[src/rtl/soc_bus_xbar.sv]
// NB_MASTER x NB_SLAVE request/grant crossbar: region decode, per-slave round-robin,
// one outstanding transaction per master and per slave, internal decode-error responder.
module soc_bus_xbar #(
  parameter int NB_MASTER  = 3,
  parameter int NB_SLAVE   = 3,
  parameter int ADDR_WIDTH = 32,
  parameter int DATA_WIDTH = 32
) (
  input  logic                                clk,
  input  logic                                rst_n,
  input  logic [NB_SLAVE*ADDR_WIDTH-1:0]      start_addr_i,
  input  logic [NB_SLAVE*ADDR_WIDTH-1:0]      end_addr_i,
  input  logic [NB_MASTER-1:0]                m_req_i,
  input  logic [NB_MASTER*ADDR_WIDTH-1:0]     m_addr_i,
  input  logic [NB_MASTER-1:0]                m_we_i,
  input  logic [NB_MASTER*(DATA_WIDTH/8)-1:0] m_be_i,
  input  logic [NB_MASTER*DATA_WIDTH-1:0]     m_wdata_i,
  output logic [NB_MASTER-1:0]                m_gnt_o,
  output logic [NB_MASTER-1:0]                m_rvalid_o,
  output logic [NB_MASTER*DATA_WIDTH-1:0]     m_rdata_o,
  output logic [NB_MASTER-1:0]                m_err_o,
  output logic [NB_SLAVE-1:0]                 s_req_o,
  output logic [NB_SLAVE*ADDR_WIDTH-1:0]      s_addr_o,
  output logic [NB_SLAVE-1:0]                 s_we_o,
  output logic [NB_SLAVE*(DATA_WIDTH/8)-1:0]  s_be_o,
  output logic [NB_SLAVE*DATA_WIDTH-1:0]      s_wdata_o,
  input  logic [NB_SLAVE-1:0]                 s_gnt_i,
  input  logic [NB_SLAVE-1:0]                 s_rvalid_i,
  input  logic [NB_SLAVE*DATA_WIDTH-1:0]      s_rdata_i,
  input  logic [NB_SLAVE-1:0]                 s_err_i,
  output logic                                proto_err_o
);

  localparam int BE_W = DATA_WIDTH / 8;
  localparam int MW   = (NB_MASTER > 1) ? $clog2(NB_MASTER) : 1;
  localparam int SW   = (NB_SLAVE > 1) ? $clog2(NB_SLAVE) : 1;

  localparam logic [0:0] M_IDLE = 1'b0;
  localparam logic [0:0] M_WAIT = 1'b1;
  localparam logic [0:0] S_IDLE = 1'b0;
  localparam logic [0:0] S_BUSY = 1'b1;

  // Handshake: a master request is accepted in the cycle m_req_i & m_gnt_o; the
  // single response arrives later as a one-cycle m_rvalid_o. Slave side mirrors
  // this with s_req_o & s_gnt_i, then one s_rvalid_i.
  logic [NB_MASTER-1:0] m_state_q;
  logic [NB_SLAVE-1:0]  s_state_q;
  logic [MW-1:0]        owner_q [NB_SLAVE];
  logic [MW-1:0]        rr_q    [NB_SLAVE];
  logic [NB_MASTER-1:0] derr_q;
  logic                 proto_err_q;

  logic [NB_MASTER-1:0] hit;
  logic [NB_MASTER-1:0] cand;
  logic [NB_MASTER-1:0] derr_gnt;
  logic [SW-1:0]        tgt [NB_MASTER];
  logic [NB_SLAVE-1:0]  win_vld;
  logic [MW-1:0]        win [NB_SLAVE];
  logic [NB_SLAVE-1:0]  spurious;
  logic [MW:0]          idx_w;
  logic [MW-1:0]        idx;

  // Descending scan so the lowest matching region wins on overlap.
  always_comb begin
    for (int m = 0; m < NB_MASTER; m++) begin
      hit[m] = 1'b0;
      tgt[m] = '0;
      for (int s = NB_SLAVE - 1; s >= 0; s--) begin
        if (m_addr_i[m*ADDR_WIDTH +: ADDR_WIDTH] >= start_addr_i[s*ADDR_WIDTH +: ADDR_WIDTH] &&
            m_addr_i[m*ADDR_WIDTH +: ADDR_WIDTH] <= end_addr_i[s*ADDR_WIDTH +: ADDR_WIDTH]) begin
          hit[m] = 1'b1;
          tgt[m] = SW'(s);
        end
      end
      cand[m]     = m_req_i[m] && (m_state_q[m] == M_IDLE) && hit[m];
      derr_gnt[m] = m_req_i[m] && (m_state_q[m] == M_IDLE) && !hit[m];
    end
  end

  always_comb begin
    idx_w = '0;
    idx   = '0;
    for (int s = 0; s < NB_SLAVE; s++) begin
      win_vld[s] = 1'b0;
      win[s]     = '0;
      for (int k = 0; k < NB_MASTER; k++) begin
        idx_w = {1'b0, rr_q[s]} + (MW+1)'(k);
        if (idx_w >= (MW+1)'(NB_MASTER)) idx_w = idx_w - (MW+1)'(NB_MASTER);
        idx = idx_w[MW-1:0];
        if (!win_vld[s] && (s_state_q[s] == S_IDLE) && cand[idx] && (tgt[idx] == SW'(s))) begin
          win_vld[s] = 1'b1;
          win[s]     = idx;
        end
      end
    end
  end

  always_comb begin
    s_req_o   = win_vld;
    s_addr_o  = '0;
    s_we_o    = '0;
    s_be_o    = '0;
    s_wdata_o = '0;
    m_gnt_o   = '0;
    for (int s = 0; s < NB_SLAVE; s++) begin
      if (win_vld[s]) begin
        s_addr_o[s*ADDR_WIDTH +: ADDR_WIDTH]  = m_addr_i[win[s]*ADDR_WIDTH +: ADDR_WIDTH];
        s_we_o[s]                             = m_we_i[win[s]];
        s_be_o[s*BE_W +: BE_W]                = m_be_i[win[s]*BE_W +: BE_W];
        s_wdata_o[s*DATA_WIDTH +: DATA_WIDTH] = m_wdata_i[win[s]*DATA_WIDTH +: DATA_WIDTH];
        m_gnt_o[win[s]]                       = s_gnt_i[s];
      end
    end
    for (int m = 0; m < NB_MASTER; m++) begin
      if (derr_gnt[m]) m_gnt_o[m] = 1'b1;
    end
  end

  always_comb begin
    m_rvalid_o = '0;
    m_rdata_o  = '0;
    m_err_o    = '0;
    spurious   = '0;
    for (int s = 0; s < NB_SLAVE; s++) begin
      if (s_state_q[s] == S_BUSY) begin
        m_err_o[owner_q[s]] = s_err_i[s];
        if (s_rvalid_i[s]) begin
          m_rvalid_o[owner_q[s]]                          = 1'b1;
          m_rdata_o[owner_q[s]*DATA_WIDTH +: DATA_WIDTH] = s_rdata_i[s*DATA_WIDTH +: DATA_WIDTH];
        end
      end else begin
        spurious[s] = s_rvalid_i[s];
      end
    end
    // Decode-error response: one cycle after the internal grant, data stays 0.
    for (int m = 0; m < NB_MASTER; m++) begin
      if (derr_q[m]) begin
        m_rvalid_o[m] = 1'b1;
        m_err_o[m]    = 1'b1;
      end
    end
  end

  assign proto_err_o = proto_err_q;

  always_ff @(posedge clk) begin
    if (!rst_n) begin
      m_state_q   <= {NB_MASTER{M_IDLE}};
      s_state_q   <= {NB_SLAVE{S_IDLE}};
      derr_q      <= '0;
      proto_err_q <= 1'b0;
      for (int s = 0; s < NB_SLAVE; s++) begin
        owner_q[s] <= '0;
        rr_q[s]    <= '0;
      end
    end else begin
      derr_q      <= derr_gnt;
      proto_err_q <= |spurious;
      for (int m = 0; m < NB_MASTER; m++) begin
        if (m_state_q[m] == M_IDLE && m_req_i[m] && m_gnt_o[m]) m_state_q[m] <= M_WAIT;
        else if (m_state_q[m] == M_WAIT && m_rvalid_o[m])      m_state_q[m] <= M_IDLE;
      end
      // A slave freed this cycle cannot be re-granted until the next one.
      for (int s = 0; s < NB_SLAVE; s++) begin
        if (s_state_q[s] == S_BUSY && s_rvalid_i[s]) begin
          s_state_q[s] <= S_IDLE;
        end else if (win_vld[s] && s_gnt_i[s]) begin
          s_state_q[s] <= S_BUSY;
          owner_q[s]   <= win[s];
          rr_q[s]      <= (win[s] == MW'(NB_MASTER - 1)) ? '0 : win[s] + MW'(1);
        end
      end
    end
  end

endmodule
[config.mk]
export PLATFORM = sky130hd
export DESIGN_NAME = soc_bus_xbar
export DESIGN_NICKNAME = d
export VERILOG_FILES = /design/src/rtl/soc_bus_xbar.sv
export SDC_FILE = /design/constraint.sdc
export NUM_CORES = 1
export LEC_CHECK = 0
export ABC_AREA = 1
export BUFFER_PORTS_ARGS = -buffer_cell sky130_fd_sc_hd__buf_2
export CAP_MARGIN = 30
export CORE_AREA = 10 10 311 313
export CTS_BUF_LIST = sky130_fd_sc_hd__clkbuf_4
export CTS_CLUSTER_SIZE = 28
export DETAILED_ROUTE_END_ITERATION = 7
export DIE_AREA = 0 0 321 323
export SLEW_MARGIN = 30
export SYNTH_ARGS = -nofsm -noshare
export SYNTH_HDL_FRONTEND = slang
export SYNTH_SLANG_ARGS = --single-unit
[constraint.sdc]
create_clock -name clk -period 9.9 [get_ports clk]
set_input_delay 1.98 -clock clk [delete_from_list [all_inputs] [get_ports clk]]
set_output_delay 1.98 -clock clk [all_outputs]
set_load 0.02 [all_outputs]
==> flow_results.org <==
** Outcome
- Status :: complete, no violations

** Timing
- Setup repair after global routing left no endpoint under its margin.
- Clock period minus final worst setup slack :: 9010 ps
- On the final layout, the worst clock skew is 26.8 ps.
- Total negative setup slack :: 0 ps
- For the pin with the worst max-slew slack, the measured transition is 951 ps.
- The count of final hold-check violations came to 0.
- In this run the tightest slew margin relative to its limit is 36.5%.
- Setup-failing EPs final :: 0
- After layout, the worst setup slack is 887 ps.
- Max Clk Rate :: 0.111 GHz
- Tcrit/Tclk final :: 91.0%
- The max-slew violation count is 0.

** Die
- Measured along the x axis, the die boundary spans 321 um.
- Core ar. :: 90,800 um2
- Core Rows :: 111
- Initial Util :: 28.9%
- I/O pins :: 825
- Y dimension of the die :: 323 um
- Die Area :: 104,000 um2

** Logic synthesis
- Among all flip-flop cells after synthesis, the most frequent one is sky130_fd_sc_hd__edfxtp_1.
- Share of the synthesized area in the top cell type :: 28.9%
- Number of register bits inferred by synthesis :: 22
- Biggest area consumer among synthesized cells :: sky130_fd_sc_hd__ha_1
- Post-Syn Instances :: 4,710
- Sequential cells were found to cover 2.13% of the synthesized design area.
- For this run, the number of Yosys warnings is 0.
- Of all flip-flops after synthesis, the portion carrying an async set or reset was 0%.
- The synthesized design contains 12 enable-type register cells.
- Library cells used by synthesis :: 56
- Ranked by total cell area, the synthesized netlist is headed by sky130_fd_sc_hd__ha_1, sky130_fd_sc_hd__nand2_1, sky130_fd_sc_hd__inv_1.
- A synthesized cell averages 5.58 um2.
- Synthesized cell area :: 26,300 um2
- The number of nets in the synthesized netlist is 5,826.

** CTS
- In this run, post-CTS repair resized a total of 0 instances.
- The number of setup buffers added after CTS is 0.
- Hold repair after CTS inserted 0 buffers.
- The clock drives 22 sinks.
- Num CTS Buffers :: 3
- TritonCTS built the clock tree.
- The later pin in the worst-skew pair is clocked with a latency of 340 ps.
- The clock passes through at most 2 buffers.
- The root buffer cell chosen for the clock tree is sky130_fd_sc_hd__clkbuf_4.
- After clock tree synthesis, the clock-pin slew on the worst setup and hold paths is 130 ps.
- Number of levels the H-tree was split into :: 1

** Pwr
- Per report_power, the sequential group accounts for 2.0% of the total.
- P per Cell Area :: 284 nW/um2
- In this run switching power makes up 71.6% of total power.
- The analysis attributes to net switching a power of 6.38 mW.
- Worst vdd ir :: 0.270 mV
- Cell leakage power :: 18.5 nW
- Logic pwr share :: 97.2%
- Per report_power, the clock group accounts for 0.8% of the total.
- Cell internal power was estimated by the tool at 2.53 mW.

** Global routing
- The number of antenna violations at the first check in global routing is 37.
- The number of global-route vias before repair came to 32,700.
- Total track usage :: 26.8%
- Global routing finished with a remaining overflow of 0.
- The first global-routing pass estimated 212,000 um of wire.
- Entering global routing, the biggest net connects 143 pins.

** Cells and area
- In the final layout, the multi-input gates occupy 22,600 um2.
- The net count of the finished layout is 6,508.
- Total of fill cells in the finished design :: 10,300
- Most common cell after layout, fill and taps aside :: sky130_fd_sc_hd__nand2_1
- The area growth from synthesis to layout is 19.4%.
- Most used cells in the layout excluding fill and tap cells :: sky130_fd_sc_hd__nand2_1, sky130_fd_sc_hd__buf_2, sky130_fd_sc_hd__ha_1
- FF+latch area :: 561 um2
- Proportion of layout cells with a drive suffix above 1 :: 19.4%

** Critical path
- On the critical path, the stage with the largest delay is an instance of sky130_fd_sc_hd__buf_4.
- CP max FO :: 47
- Cell family with most CP delay :: simple AND/OR/NAND/NOR gates
- Worst setup EP type :: primary output
- R2r worst-path depth :: 21
- CP Buf/Inv Count :: 3
- In this run the number of cells on the critical path is 26.
- For the worst setup path, the data required time is 7920 ps.
- Max incr delay on CP :: 590 ps
- Critical path class :: input pin to primary output
- STA classifies the critical path startpoint as an input pin.
- Most common cell type on the critical path :: sky130_fd_sc_hd__nand2_1
- At the worst endpoint, the arrival time is 7030 ps.

** Detailed routing
- Mean number of vias per cell :: 5.25
- Vias :: 34,600
- Total DRC errors in the routed layout :: 0
- Final wirelength :: 149,000 um
- The count of nets left with antenna violations once routing finished came out at 0.
- After detailed routing, the average wire length per cell comes to 22.5 um.
- Iteration-0 DRC count of the detailed router :: 3,458
- The pre-antenna-repair detailed-routing pass consisted of 7 iterations.

** Placement
- Post-Place Worst Slack :: 926 ps
- Routability congestion estimate from global placement :: 0.988
- Dpl hpwl :: 120,000 um
- Quantity of I/O buffers inserted on ports :: 824

** Worst hold path
- Along the worst hold path, the cell count comes to 2.
- The worst hold path belongs to the class flop to flop.

** Job
- Number of max-cap violations :: 0
routing by layer:
| metal | track usage, % | share of wire [%] | up-vias |
|---|---|---|---|
| met5 | 0 | 0.099 | - |
| met4 | 10.8 | 4.7 | 24 |
| met3 | 5.39 | 9.3 | 354 |
| met2 | 44.9 | 46 | 1881 |
| met1 | 33.2 | 40 | 15700 |
| li1 | - | - | 16700 |
power groups by stage:
stage | clock network [mW] | registers, mW | logic [mW]
floorplan | 0 | 0.160 | 5.65
global placement | 0 | 0.178 | 8.52
detailed placement | 0 | 0.177 | 8.53
CTS | 0.0746 | 0.176 | 8.56
global route | 0.0770 | 0.182 | 9.34
finish | 0.0737 | 0.177 | 8.67
through the flow:
step / hold WS (ps) / utilization (%) / cells / power, mW / cell area, um2
final: 482 / 34.5 / 6593 / 8.92 / 31300
after global routing: 488 / 34.5 / 6587 / 9.59 / 31300
after CTS: 481 / 34.5 / 6577 / 8.81 / 31300
after detailed placement: 463 / 34.4 / 6573 / 8.71 / 31300
after global placement: 454 / 34.4 / 6573 / 8.70 / 31300
after floorplan: 444 / - / 4710 / 5.81 / 26300
state kept, by name, indices dropped and copies added, names as in the netlist:
| name | count |
|---|---|
| owner_q | 6 |
| rr_q | 6 |
| derr_q | 3 |
| m_state_q | 3 |
| s_state_q | 3 |
| proto_err_o | 1 |
cell usage after synthesis, types with 4 or more instances:
cell type	count
sky130_fd_sc_hd__nand2_1	1753
sky130_fd_sc_hd__ha_1	607
sky130_fd_sc_hd__inv_1	538
sky130_fd_sc_hd__nor2_1	511
sky130_fd_sc_hd__a21oi_1	388
sky130_fd_sc_hd__o21ai_0	137
sky130_fd_sc_hd__nand3_1	100
sky130_fd_sc_hd__buf_2	73
sky130_fd_sc_hd__clkbuf_1	72
sky130_fd_sc_hd__nor2_2	57
sky130_fd_sc_hd__nand4_1	55
sky130_fd_sc_hd__o22ai_1	55
sky130_fd_sc_hd__a21oi_2	51
sky130_fd_sc_hd__o21a_1	33
sky130_fd_sc_hd__a32oi_1	31
sky130_fd_sc_hd__o41ai_1	22
sky130_fd_sc_hd__a31oi_1	21
sky130_fd_sc_hd__buf_4	21
sky130_fd_sc_hd__nand2_2	20
sky130_fd_sc_hd__buf_6	17
sky130_fd_sc_hd__nor3_1	15
sky130_fd_sc_hd__edfxtp_1	12
sky130_fd_sc_hd__dfxtp_1	10
sky130_fd_sc_hd__o21ai_1	10
sky130_fd_sc_hd__o21bai_1	10
sky130_fd_sc_hd__o32ai_1	9
sky130_fd_sc_hd__inv_2	8
sky130_fd_sc_hd__nand3b_1	8
sky130_fd_sc_hd__a21o_1	7
sky130_fd_sc_hd__buf_1	6
sky130_fd_sc_hd__buf_8	6
sky130_fd_sc_hd__nor4_2	6
sky130_fd_sc_hd__nand2_4	4
sky130_fd_sc_hd__nand3_2	4
worst register-to-register path: cells and delay by family, from the launching register on:
kind / cells / cell delay, ps
buf+inv: 3 / 840
flops: 1 / 480
compound gates: 2 / 290
fa+ha+maj: 2 / 670
simple gates: 14 / 1640
layout make-up:
type | instances | share of cell area, %
Multi-Input combinational cell | 3941 | 72.1
Timing Repair Buffer | 873 | 14.5
Inverter | 551 | 6.64
Tap cell | 1186 | 4.73
Sequential cell | 22 | 1.79
Antenna cell | 16 | 0.128
Clock inverter | 1 | 0.0958
Clock buffer | 3 | 0.0718
path summary, 6_finish.rpt:
path                start           end  slack [ps]
min          m_state_q[0]  m_state_q[0]         480
max reg2reg    rr_q[0][1]  m_state_q[2]        5920
min reg2reg  m_state_q[0]  m_state_q[0]         480
max          m_addr_i[93]    m_gnt_o[2]         890
logic make-up after synthesis:
family / after synthesis / share of synthesized area (%)
buf+inv: 747 / 12.2
simple gates: 2546 / 39.1
fa+ha+maj: 607 / 28.9
flops: 22 / 2.13
compound gates: 788 / 17.7
(Power assumes the default switching activity.)
